<file path="config.mk">
export PLATFORM = sky130hd
export DESIGN_NAME = l2tlb_dcresp
export DESIGN_NICKNAME = d
export VERILOG_FILES = /design/src/rtl/l2tlb_dcresp.sv
export SDC_FILE = /design/constraint.sdc
export NUM_CORES = 1
export LEC_CHECK = 0
export CAP_MARGIN = 10
export CORE_AREA = 5 5 353 355
export DETAILED_ROUTE_END_ITERATION = 10
export DIE_AREA = 0 0 358 360
export GPL_TIMING_DRIVEN = 0
export PLACE_DENSITY = 0.59
export SYNTH_ARGS = -nofsm -noshare
export SYNTH_HDL_FRONTEND = slang
export SYNTH_SLANG_ARGS = --single-unit
</file>
<file path="constraint.sdc">
create_clock -name clk -period 11.4 [get_ports clk]
set_input_delay 2.85 -clock clk [delete_from_list [all_inputs] [get_ports clk]]
set_output_delay 2.85 -clock clk [all_outputs]
set_load 0.02 [all_outputs]
</file>
<file path="src/rtl/l2tlb_dcresp.sv">
// l2tlb_dcresp: L2-TLB responder for the DCTLB miss channel.
// Takes one DCTLB translation request at a time and looks it up in a
// fully-associative table. A hit is acked with the stored ppn and hpaddr.
// A miss issues a page walk and installs the returned fill. If the chosen
// slot holds a valid entry, the victim hpaddr is snooped to the DCTLB, and
// the slot is only rewritten after the matching sack arrives.
// Ports:
//   clk, reset                  clock, async active-high reset
//   dctlbtol2tlb_req_*          DCTLB miss request (valid/retry/vpn/id)
//   l2tlbtodctlb_ack_*          translation ack (valid/retry/ppn/hpaddr/id)
//   l2tlbtodctlb_snoop_*        displacement snoop (valid/retry/hpaddr)
//   dctlbtol2tlb_sack_*         snoop acknowledge (valid/retry/hpaddr)
//   l2tlbtowalk_req_*           page-walk request (valid/retry/vpn)
//   walktol2tlb_fill_*          page-walk fill (valid/retry/ppn)
module l2tlb_dcresp #(
  parameter int ENTRIES  = 8,
  parameter int VPN_W    = 52,
  parameter int PPN_W    = 40,
  parameter int HPADDR_W = 11
) (
  input  logic                clk,
  input  logic                reset,
  input  logic                dctlbtol2tlb_req_valid,
  output logic                dctlbtol2tlb_req_retry,
  input  logic [VPN_W-1:0]    dctlbtol2tlb_req_vpn,
  input  logic [1:0]          dctlbtol2tlb_req_id,
  output logic                l2tlbtodctlb_ack_valid,
  input  logic                l2tlbtodctlb_ack_retry,
  output logic [PPN_W-1:0]    l2tlbtodctlb_ack_ppn,
  output logic [HPADDR_W-1:0] l2tlbtodctlb_ack_hpaddr,
  output logic [1:0]          l2tlbtodctlb_ack_id,
  output logic                l2tlbtodctlb_snoop_valid,
  input  logic                l2tlbtodctlb_snoop_retry,
  output logic [HPADDR_W-1:0] l2tlbtodctlb_snoop_hpaddr,
  input  logic                dctlbtol2tlb_sack_valid,
  output logic                dctlbtol2tlb_sack_retry,
  input  logic [HPADDR_W-1:0] dctlbtol2tlb_sack_hpaddr,
  output logic                l2tlbtowalk_req_valid,
  input  logic                l2tlbtowalk_req_retry,
  output logic [VPN_W-1:0]    l2tlbtowalk_req_vpn,
  input  logic                walktol2tlb_fill_valid,
  output logic                walktol2tlb_fill_retry,
  input  logic [PPN_W-1:0]    walktol2tlb_fill_ppn
);

  localparam int IDX_W = $clog2(ENTRIES);

  typedef enum logic [2:0] {
    IDLE, WALK, WAIT_FILL, SNOOP, WAIT_SACK, FILL, ACK
  } state_t;

  state_t state, state_nxt;

  logic [ENTRIES-1:0] ent_valid;
  logic [VPN_W-1:0]   ent_vpn [ENTRIES];
  logic [PPN_W-1:0]   ent_ppn [ENTRIES];

  logic [VPN_W-1:0]    req_vpn_r;
  logic [1:0]          req_id_r;
  logic [PPN_W-1:0]    fill_ppn_r;
  logic [IDX_W-1:0]    victim_r;
  logic [IDX_W-1:0]    ptr_r;
  logic [PPN_W-1:0]    ack_ppn_r;
  logic [HPADDR_W-1:0] ack_hpaddr_r;

  logic             hit;
  logic [IDX_W-1:0] hit_idx;
  logic             free;
  logic [IDX_W-1:0] free_idx;
  logic             req_xfer, walk_xfer, fill_xfer, snoop_xfer, ack_xfer;
  logic             sack_match;

  function automatic logic [HPADDR_W-1:0] mk_hpaddr(input logic [PPN_W-1:0] ppn,
                                                    input logic [IDX_W-1:0] idx);
    return {ppn[HPADDR_W-IDX_W-1:0], idx};
  endfunction

  // CAM lookup and free-slot search; scanning downward leaves the lowest index.
  always_comb begin
    hit      = 1'b0;
    hit_idx  = '0;
    free     = 1'b0;
    free_idx = '0;
    for (int unsigned i = ENTRIES; i > 0; i--) begin
      if (ent_valid[i-1] && ent_vpn[i-1] == dctlbtol2tlb_req_vpn) begin
        hit     = 1'b1;
        hit_idx = IDX_W'(i-1);
      end
      if (!ent_valid[i-1]) begin
        free     = 1'b1;
        free_idx = IDX_W'(i-1);
      end
    end
  end

  always_comb begin
    dctlbtol2tlb_req_retry    = (state != IDLE);
    walktol2tlb_fill_retry    = (state != WAIT_FILL);
    dctlbtol2tlb_sack_retry   = 1'b0;
    l2tlbtowalk_req_valid     = (state == WALK);
    l2tlbtowalk_req_vpn       = req_vpn_r;
    l2tlbtodctlb_snoop_valid  = (state == SNOOP);
    l2tlbtodctlb_snoop_hpaddr = mk_hpaddr(ent_ppn[victim_r], victim_r);
    l2tlbtodctlb_ack_valid    = (state == ACK);
    l2tlbtodctlb_ack_ppn      = ack_ppn_r;
    l2tlbtodctlb_ack_hpaddr   = ack_hpaddr_r;
    l2tlbtodctlb_ack_id       = req_id_r;

    req_xfer   = dctlbtol2tlb_req_valid && !dctlbtol2tlb_req_retry;
    walk_xfer  = l2tlbtowalk_req_valid && !l2tlbtowalk_req_retry;
    fill_xfer  = walktol2tlb_fill_valid && !walktol2tlb_fill_retry;
    snoop_xfer = l2tlbtodctlb_snoop_valid && !l2tlbtodctlb_snoop_retry;
    ack_xfer   = l2tlbtodctlb_ack_valid && !l2tlbtodctlb_ack_retry;
    sack_match = dctlbtol2tlb_sack_valid &&
                 (dctlbtol2tlb_sack_hpaddr == l2tlbtodctlb_snoop_hpaddr);
  end

  always_comb begin
    state_nxt = state;
    case (state)
      IDLE:      if (req_xfer)   state_nxt = hit ? ACK : WALK;
      WALK:      if (walk_xfer)  state_nxt = WAIT_FILL;
      WAIT_FILL: if (fill_xfer)  state_nxt = free ? FILL : SNOOP;
      SNOOP:     if (snoop_xfer) state_nxt = WAIT_SACK;
      WAIT_SACK: if (sack_match) state_nxt = FILL;
      FILL:                      state_nxt = ACK;
      ACK:       if (ack_xfer)   state_nxt = IDLE;
      default:                   state_nxt = IDLE;
    endcase
  end

  always_ff @(posedge clk or posedge reset) begin
    if (reset) state <= IDLE;
    else       state <= state_nxt;
  end

  always_ff @(posedge clk or posedge reset) begin
    if (reset) begin
      ent_valid    <= '0;
      req_vpn_r    <= '0;
      req_id_r     <= '0;
      fill_ppn_r   <= '0;
      victim_r     <= '0;
      ptr_r        <= '0;
      ack_ppn_r    <= '0;
      ack_hpaddr_r <= '0;
    end else begin
      if (state == IDLE && req_xfer) begin
        req_vpn_r <= dctlbtol2tlb_req_vpn;
        req_id_r  <= dctlbtol2tlb_req_id;
        if (hit) begin
          ack_ppn_r    <= ent_ppn[hit_idx];
          ack_hpaddr_r <= mk_hpaddr(ent_ppn[hit_idx], hit_idx);
        end
      end
      if (state == WAIT_FILL && fill_xfer) begin
        fill_ppn_r <= walktol2tlb_fill_ppn;
        if (free) begin
          victim_r <= free_idx;
        end else begin
          victim_r <= ptr_r;
          ptr_r    <= ptr_r + IDX_W'(1);
        end
      end
      if (state == FILL) begin
        ent_valid[victim_r] <= 1'b1;
        ack_ppn_r           <= fill_ppn_r;
        ack_hpaddr_r        <= mk_hpaddr(fill_ppn_r, victim_r);
      end
    end
  end

  // Entry payload needs no reset: it is only read where the valid bit is set.
  always_ff @(posedge clk) begin
    if (state == FILL) begin
      ent_vpn[victim_r] <= req_vpn_r;
      ent_ppn[victim_r] <= fill_ppn_r;
    end
  end

endmodule
</file>
==> results.md <==
* Most numerous cell types in the synthesized netlist: 736 x edfxtp_1, 222 x xnor2_1, 196 x nand2_1
* Setup violators final at 0
* Vias in the first global route at 24,200
* Area share of the largest cell type after synthesis at 0.576
* Placed insts at 4,563
* Summed instance area of the synthesized netlist at 38,400 µm²
* Die Area at 129,000 µm²
* Share of layout cells above drive strength 1 at 0.125
* Initial DRC Count at 3,126
* Number of nets with antenna violations after routing at 0
* HP Class: reg2reg
* Reg-to-Reg End: l2tlbtodctlb_ack_ppn[10]$_DFFE_PP0P_
* Worst setup timing slack at the placement stage at 2700 ps
* Sequential cell area at 26,000 µm²
* Number of distinct library cells after synthesis at 67
* Total CTS buffers at 89
* Status: complete, no violations
* Clk sinks at 890
* Non-filler instance count after layout at 4,740
* First-pass GRT wire length at 191,000 µm
* Rows at 128
* First drt pass iteration count at 7
* Detailed-route DRC error count at 0
* Root Driver: clkbuf_16
* Worst Min Path Start: ptr_r[2]$_DFFE_PP0P_
* Number of standard cells after synthesis at 2,653
* Top-Level Pins at 235
* Required time of the critical path at 11,930 ps
* Cell with the most instances after synthesis: edfxtp_1
* Number of cells traversed by the worst hold path at 1
* Sequential element share of the synthesized area at 0.676
* Routability congestion estimate from global placement at 0.962
* Total of flip-flops plus latches after synthesis at 890
* Maximum Capacitance Violations at 0
* Hold-fix buffers, CTS at 0
* Clk pin slew, worst setup/hold paths at 60 ps
* WHS at 479 ps
* Post-DR vias/cell at 5.31
* Slew Viols, Final at 0
* Area of the placeable core at 121,000 µm²
* CP startpoint kind: primary input
* Post-cts sizing count at 0
* Biggest area consumer among synthesized cells: edfxtp_1
* FF-to-FF path depth at 12
* Asr flop ratio synth at 0.173
* Total routing resource utilization after global routing at 0.210
* Category of the critical setup timing path: in2reg
* Relative slew slack at 0.0542
* Port buffer count at 209
* Endpoint arrival time on the critical path at 8720 ps
* Sink of the worst hold path: ptr_r[2]$_DFFE_PP0P_
* Largest net degree at the start of global routing at 90
* Number of hold violations in the final report at 0
* Register-to-Register Setup Slack at 6150 ps
* Mean instance size in the synthesized netlist at 14.5 µm²
* DRT Wirelength at 139,000 µm
* Layout area overhead at 21.1%
* Period minus WS final at 8190 ps
* Antenna violations before repair at 21
* Clock skew at 28.2 ps
* CTS Buffer Depth at 3
* Critical register-to-register path startpoint: ent_vpn[5][39]$_DFFE_PP_
* Max VDD drop at 0.112 mV
* Final net count at 3,144
* Area occupied by multi-input gates at 11,600 µm²
* Main flop type after synthesis: edfxtp_1
* Warning count from the yosys run at 0
* Category of the worst setup path capture point: flop
* Effective utilization at floorplan at 0.317
* Global route total overflow at 0
* Largest cells by area after synthesis: edfxtp_1 58%, dfrtp_1 10%, xnor2_1 5.1%
* CTS tree: yes
* Minimum setup slack in the final design at 3210 ps
* Number of vias after detailed routing at 25,200
* Ratio of total power to cell area at 221 nW/µm²
* Wire length per cell at 29.2 µm
* Number of enable-type register cells in the synthesized netlist at 736
* Final critical-path share of the clock period at 0.718
* HPWL after detailed placement at 97,200 µm
* Filler Cell Count at 11,500
* Number of levels the H-tree was split into at 3
* Maximum operating frequency at 0.122 GHz
* X dimension of the die at 358 µm
* Clock insertion delay at the later pin of the skew report at 670 ps
* Leakage at 15.8 nW
* Net count after synthesis at 2,767
* Height of the die at 360 µm
* Maximum fanout count along the critical path at 10
* Post-CTS setup-driven buffer insertion count at 0
* Overall Power at 10.3 mW
* RSZ-0062 raised after global routing: no
* Tightest Pin Transition at 1410 ps
==> critical path, cell delays in order <==
cell,delay [ps]
clkdlybuf4s50_1,460
clkbuf_1,490
xnor2_1,870
nand3_1,420
nor4_1,710
nand2_1,240
o32ai_1,820
nor2_1,220
a21o_1,220
nand2_1,250
clkbuf_1,580
o22ai_1,210
a21oi_1,260
a21oi_1,100
==> where the power goes <==
group / internal, mW / total (mW) / switching, mW / leakage [nW]
clock network: 1.62 / 2.92 / 1.30 / 1.41
registers: 4.33 / 5.23 / 0.898 / 8.56
logic: 0.889 / 2.14 / 1.25 / 5.87
==> cell type report <==
| class | instances | area share |
|---|---|---|
| Buffer | 133 | 0.0143 |
| Clock buffer | 121 | 0.0531 |
| Multi-Input combinational cell | 1582 | 0.250 |
| Sequential cell | 890 | 0.558 |
| Clock inverter | 44 | 0.00886 |
| Tap cell | 1625 | 0.0437 |
| Timing Repair Buffer | 286 | 0.0668 |
| Inverter | 48 | 0.00404 |
| Antenna cell | 11 | 0.000592 |
==> how the worst max path moves through the flow <==
stage | from | to | slack, ps | depth (start not counted)
2_1_floorplan | state[1]$_DFFE_PP0P_ | ent_valid[0]$_DFFE_PP0P_ | 720 | 6
3_3_place_gp | state[1]$_DFFE_PP0P_ | ent_valid[0]$_DFFE_PP0P_ | -8180 | 6
3_5_place_dp | dctlbtol2tlb_req_vpn[39] | l2tlbtodctlb_ack_ppn[2]$_DFFE_PP0P_ | 2700 | 14
4_1_cts | dctlbtol2tlb_req_vpn[39] | l2tlbtodctlb_ack_ppn[10]$_DFFE_PP0P_ | 3400 | 14
5_1_grt | dctlbtol2tlb_req_vpn[39] | l2tlbtodctlb_ack_ppn[10]$_DFFE_PP0P_ | 3250 | 14
6_report | dctlbtol2tlb_req_vpn[39] | l2tlbtodctlb_ack_ppn[10]$_DFFE_PP0P_ | 3210 | 14
==> registers in the layout, indices dropped and copies added (netlist names) <==
| register | cells |
|---|---|
| l2tlbtodctlb_ack_hpaddr | 3 |
| l2tlbtodctlb_ack_id | 2 |
| victim_r | 3 |
| ent_ppn | 320 |
| ptr_r | 3 |
| state | 3 |
| ent_valid | 8 |
| fill_ppn_r | 40 |
| ent_vpn | 416 |
| l2tlbtowalk_req_vpn | 52 |
| l2tlbtodctlb_ack_ppn | 40 |
==> per-layer routing <==
metal	up-vias	share of wire	wire length [µm]	global-route usage
met2	1337	0.45	61700	0.322
met5	-	0.00043	60	0
met3	228	0.11	14700	0.0568
met1	12900	0.41	56800	0.287
li1	10800	-	-	-
met4	8	0.039	5360	0.0754
==> through the flow <==
step                      utilization  setup TNS [ps]  area, µm²
after floorplan                     -               0      38400
after global routing            0.384               0      46500
after CTS                       0.384               0      46400
final                           0.384               0      46500
after detailed placement        0.360               0      43600
after global placement          0.351        -1826230      42500
==> cell usage in the layout (no fill, tap or decap), types with 17 or more instances in the layout <==
master	n
a21oi_1	87
mux2i_1	121
nor3_1	34
nor4_1	75
buf_6	48
dfrtp_1	154
edfxtp_1	736
nand4_1	117
xnor2_1	222
mux2_2	51
o21ai_0	32
mux2_4	40
nand3_1	33
xor2_1	133
clkdlybuf4s50_1	209
nor2_1	33
inv_1	45
nand2b_1	118
o2111ai_1	17
o22ai_1	89
buf_4	35
o21a_1	41
nand2_1	196
clkbuf_16	89
clkbuf_1	94
buf_2	18
==> kinds of logic (layout without fill, tap and decap cells) <==
group | after synthesis | in the layout | share of synthesized area
DFF | 890 | 890 | 0.676
and+or+nand+nor | 695 | 695 | 0.0990
muxes | 228 | 228 | 0.0716
xor gates and xnor gates | 355 | 355 | 0.0810
AOI/OAI and AO/OA | 302 | 302 | 0.0497
adders and majority gates | 1 | 1 | 0.000326
buffers and inverters | 181 | 632 | 0.0220
other | 1 | 12 | 0.0000977
Note: power is estimated with default switching activity, not from simulation.
